[config.mk]
export PLATFORM = sky130hd
export DESIGN_NAME = share_unmasker
export DESIGN_NICKNAME = d
export VERILOG_FILES = /design/src/rtl/share_unmasker.sv
export SDC_FILE = /design/constraint.sdc
export NUM_CORES = 1
export LEC_CHECK = 0
export CORE_ASPECT_RATIO = 1.75
export CORE_MARGIN = 2
export CORE_UTILIZATION = 46
export CTS_CLUSTER_DIAMETER = 60
export DETAILED_ROUTE_END_ITERATION = 10
export HOLD_SLACK_MARGIN = 0.06
export PLACE_DENSITY = 0.77
export SYNTH_ARGS = -nofsm -noshare
export SYNTH_HDL_FRONTEND = slang
export SYNTH_SLANG_ARGS = --single-unit
export TNS_END_PERCENT = 10
[constraint.sdc]
create_clock -name clk -period 2.3 [get_ports clk]
set_input_delay 0.345 -clock clk [delete_from_list [all_inputs] [get_ports clk]]
set_output_delay 0.345 -clock clk [all_outputs]
set_load 0.005 [all_outputs]
[src/rtl/share_unmasker.sv]
// +--------------------------------------------------------------------------+
// | share_unmasker : two-stage recombiner of Boolean shares (Y = X0 ^ X1)    |
// | Optional macro SHARE_UNMASKER_REFRESH_EN: re-mask both shares with rN     |
// | Revision: 1.0                                                             |
// +--------------------------------------------------------------------------+
`default_nettype none

module share_unmasker #(
  parameter int WIDTH = 8
) (
  input  logic             clk,
  input  logic             rst_n,
  input  logic             in_valid,
  output logic             in_ready,
  input  logic [WIDTH-1:0] X0,
  input  logic [WIDTH-1:0] X1,
  input  logic [WIDTH-1:0] rN,
  output logic             out_valid,
  input  logic             out_ready,
  output logic [WIDTH-1:0] Y,
  output logic [15:0]      count
);

  localparam logic [15:0] COUNT_MAX = 16'hFFFF;

  logic [WIDTH-1:0] S0;
  logic [WIDTH-1:0] S1;
  logic             v1;
  logic             v2;
  logic             adv1;
  logic             adv2;
  logic             out_fire;
  logic [WIDTH-1:0] share0_next;
  logic [WIDTH-1:0] share1_next;

  // Handshake depends only on out_ready and the valid flags, never on in_valid.
  assign adv2      = !v2 || out_ready;
  assign adv1      = !v1 || adv2;
  assign in_ready  = adv1;
  assign out_valid = v2;
  assign out_fire  = v2 && out_ready;

`ifdef SHARE_UNMASKER_REFRESH_EN
  // Both shares carry the same mask, so it cancels in stage 2.
  assign share0_next = X0 ^ rN;
  assign share1_next = X1 ^ rN;
`else
  logic unused_rn;
  assign unused_rn   = ^rN;
  assign share0_next = X0;
  assign share1_next = X1;
`endif

  // Stage 1: shares kept in separate registers; no X0/X1 mixing before here.
  always_ff @(posedge clk or negedge rst_n) begin
    if (!rst_n) begin
      v1 <= 1'b0;
      S0 <= '0;
      S1 <= '0;
    end else if (adv1) begin
      v1 <= in_valid;
      if (in_valid) begin
        S0 <= share0_next;
        S1 <= share1_next;
      end
    end
  end

  // Stage 2: recombination; fills a bubble even while out_ready is low.
  always_ff @(posedge clk or negedge rst_n) begin
    if (!rst_n) begin
      v2 <= 1'b0;
      Y  <= '0;
    end else if (adv2) begin
      v2 <= v1;
      if (v1) begin
        Y <= S0 ^ S1;
      end
    end
  end

  always_ff @(posedge clk or negedge rst_n) begin
    if (!rst_n) begin
      count <= '0;
    end else if (out_fire && (count != COUNT_MAX)) begin
      count <= count + 16'd1;
    end
  end

  // A full, stalled pipe must hold every register.
  a_stall_hold : assert property (@(posedge clk) disable iff (!rst_n)
    (v1 && v2 && !out_ready) |=> (v1 && v2 && $stable(Y) && $stable(S0) && $stable(S1)));

  a_count_sat : assert property (@(posedge clk) disable iff (!rst_n)
    (count == COUNT_MAX) |=> (count == COUNT_MAX));

endmodule

`default_nettype wire
==> reports/metrics.sh <==
CRITPATHKIND='in2out'
SYNTHESIS.INSTANCES=147
INITIAL_ANTENNA_VIOLATION_COUNT=0
CTS_MAX_PATH_BUFFERS=2
LARGEST_FAMILY_OF_LOGIC_CELLS_BY_SYNTHESIZED_AREA='simple AND/OR/NAND/NOR gates'
TOTAL_LEAKAGE_POWER_uW=0.001059
GRT_START_MAX_NET_PINS=43
DR_TOTAL_VIAS=1260
DETAIL-ROUTE-ANTENNA-NETS=0
SLOWEST_CELL_DELAY_ON_CRITICAL_PATH_NS=0.52
ROUTE.MET3.WL_UM=178
WORST-ENDPOINT-REQUIRED_NS=1.96
AREA_OVERHEAD_OF_THE_LAYOUT_RELATIVE_TO_SYNTHESIS_PCT=33.10
COMPOUND_GATE_PORTION_OF_THE_SYNTHESIZED_AREA=0.02211
NUMBER_OF_ENABLE_FLIP_FLOP_CELLS_AFTER_SYNTHESIS=0
VDD.IR_DROP.WORST_mV=0.4683
INSERTEDDIODECOUNT=0
WORSTPATHCELLLIST='clkdlybuf4s50_1, nand3b_1, clkdlybuf4s50_1'
CLOCK_LATENCY_NS=0.29
YS.FLOP_TYPE='dfrtp_1'
INITIAL_CORE_UTILIZATION=0.4729
PERIOD_NEEDED_NS=1.867
PLACEMENT_ROWS=30
YS.WARNINGS.COUNT=0
DRT_DRC_VIOLATIONS_LEFT=0
CLK_PIN_SLEW_WORST_PATHS_NS=0.07
AVG_SYNTHESIZED_CELL_AREA_UM2=12.32
IO_PINS=54
CTSRESIZECOUNT=0
GRT_FIRST_PASS_WIRELENGTH_UM=5499
FINAL_MAX_SLEW_VIOL_COUNT=0
WORST_SLACK_NS=0.4332
LAYOUT.CELLS.MOST_COMMON='clkdlybuf4s50_1'
PORT-BUFFER-COUNT=45
TIMING.MAX_CAP.VIOLATIONS=0
CRITPATHCAPTURETYPE='primary output'
TIMING.REG2REG.WORST_PATH_DEPTH=5
GR-TOTAL-OVERFLOW=0
POST_LAYOUT_NONFILLER_INSTANCES=247
FP.DIEW_UM=51.43
TYPE_OF_THE_TIGHTEST_MIN_DELAY_CHECK='in2async'
FINAL.PERIOD_UTILIZATION=0.8116
CELLPOWERDENSITY_nW_PER_UM2=831.5
ROUTEDLENGTHMET1_UM=1298
MET2ROUTEDLENGTH_UM=1713
FINAL_CORE_UTIL=0.6294
SYNTH_NETS=176
SETUP_TOTAL_NEGATIVE_SLACK_NS=0
COUNT_OF_FINAL_SETUP_VIOLATORS=0
MOST-COMMON-LAYOUT-CELLS='44 x clkdlybuf4s50_1, 42 x dfrtp_1, 17 x nand2_1, 17 x mux2_2, 12 x xor2_1'
POSTCTSSETUPREPAIRBUFS=0
WL_PER_CELL_UM=13.30
DRT_ITER0_DRC=16
FIRSTDRTPASSITERS=4
POST-DP-HPWL_UM=2567
CTS_MADE_BUFFERS=5
FIRST_GLOBAL_VIAS=1204
ACHIEVABLE-FREQUENCY_GHz=0.5357
SYNTH_XOR_AREA_FRAC=0.1064
H-TREE-DEPTH=2
CRITPATHARRIVALTIME_NS=1.52
SYNTHMUXAREASHARE=0.1140
SYNTH_ASYNC_SR_FLOP_SHARE=1.000
SYNTH_SEQ_CELLS=42
CHIPHEIGHT_UM=86.99
DRIVE_ABOVE_1_SHARE=0.1608
POST_SYNTH_FA_HA_MAJ_AREA_FRACTION=0.006911
STARTPOINT_TYPE='input pin'
FINAL_NETS=227
CTS-ROOT-BUF='clkbuf_8'
SLEW-LIMIT-HEADROOM=0.4074
SIMPLE_LOGIC_CELL_FRACTION_OF_THE_SYNTHESIZED_AREA=0.1589
NFILLCELLS=334
CTS_HOLD_BUFFERS=0
CRITPATHMOSTFREQUENTCELL='clkdlybuf4s50_1'
UNREPAIRED_SETUP_ENDPOINTS_AFTER_GLOBAL_ROUTING='no'
TIMING.FINAL.HOLD_VIOLATIONS=0
FINAL.SETUP_SKEW_NS=0.004509
FP.DIEAREA_UM2=4473
SYNTH-SEQ-AREA-SHARE=0.5805
CRITICAL_PATH.SLOWEST_CELL='clkdlybuf4s50_1'
WORST_SLEW_PIN_SLEW_NS=0.8889
SYNTHDISTINCTLIBCELLS=26
GP_CONGESTION=0.8245
SYN_AREA_UM2=1810
ROUTED_VIA_DENSITY=5.101
DETAILEDPLACE.WORSTSLACK_NS=0.2002
CLOCK_SINK_COUNT=42
CORE_AREA_UM2=3829
TOPROUTINGLAYERUSED='met4'
TOTAL_WIRELENGTH_UM=3286
WORSTPATHMAXFANOUT=3
CTS_TREE='built'
DP_CELLS=239
HOLD-WORST-SLACK_NS=0.1762
GR-USAGE-ALL-LAYERS=0.1669
STATUS='finished clean'
## worst paths after layout
path	startpoint	endpoint	slack (ns)
max reg2reg	count[0]$_DFFE_PN0P_	count[1]$_DFFE_PN0P_	0.44
max	out_ready	in_ready	0.43
min in group clk	Y[5]$_DFFE_PN0P_	Y[5]$_DFFE_PN0P_	0.48
min reg2reg	Y[5]$_DFFE_PN0P_	Y[5]$_DFFE_PN0P_	0.48
min	rst_n	count[15]$_DFFE_PN0P_	0.18
max in group asynchronous	rst_n	count[9]$_DFFE_PN0P_	1.56
## cell type report
class / count / area [um2] / area share
sequential: 42 / 1051 / 0.4361
multi-input combinational: 100 / 739.5 / 0.3069
timing repair buffer: 47 / 460.4 / 0.1911
clock buffer: 7 / 86.33 / 0.03583
tap: 48 / 60.06 / 0.02492
inverter: 2 / 7.507 / 0.003115
clock inverter: 1 / 5.005 / 0.002077
## report_power, final
part           switching [uW]  leakage [uW]  internal, uW  total (uW)
Clock                     231     0.0000482           242         473
Combinational             173      0.000498           337         510
Sequential                138      0.000513           882        1020
Total                     543       0.00106          1460        2000
## per-layer routing
metal | global-route usage | vias up
met4 | 0.08373 | 0
li1 | - | 608
met3 | 0.04124 | 9
met1 | 0.1888 | 598
met2 | 0.2855 | 45
met5 | 0 | -
## per-stage QoR
step           instance area, um2  total power (uW)
6_report                     2410              2004
5_1_grt                      2410              2133
4_1_cts                      2410              2038
3_5_place_dp                 2318              1554
3_3_place_gp                 2318              1524
2_1_floorplan                1810              1238
## Yosys cell counts, drive strengths merged (2+ instances only)
cell type   n  area, um2
dfrtp      42       1051
mux2       18      206.4
nand2      17      63.81
xor2       12      105.1
xnor2      10      87.58
o21ai       8      40.04
nor3        6      30.03
nand4       5      37.53
nor2        5      21.27
nor4        5      46.29
nand2b      3      18.77
nand3       3      15.01
clkbuf      2      7.510
inv         2      7.510
nor3b       2      15.01
## logic make-up after synthesis
kind of cell | count (synthesis)
AND/OR/NAND/NOR | 51
flip-flops | 42
XOR/XNOR | 22
multiplexers | 18
AO/OA/AOI/OAI | 8
buffers and inverters | 5
adder cells (fa/ha/maj) | 1
## critical path: cells and delay by family
family / cells / cell delay [ns]
buffers and inverters: 2 / 1.02
AND/OR/NAND/NOR: 1 / 0.16
## sequential cells by signal, indices dropped and copies added (netlist names)
register and cells:
count 16, S0 8, Y 8, v1 1
S1 8, out_valid 1
(Power assumes the default switching activity.)
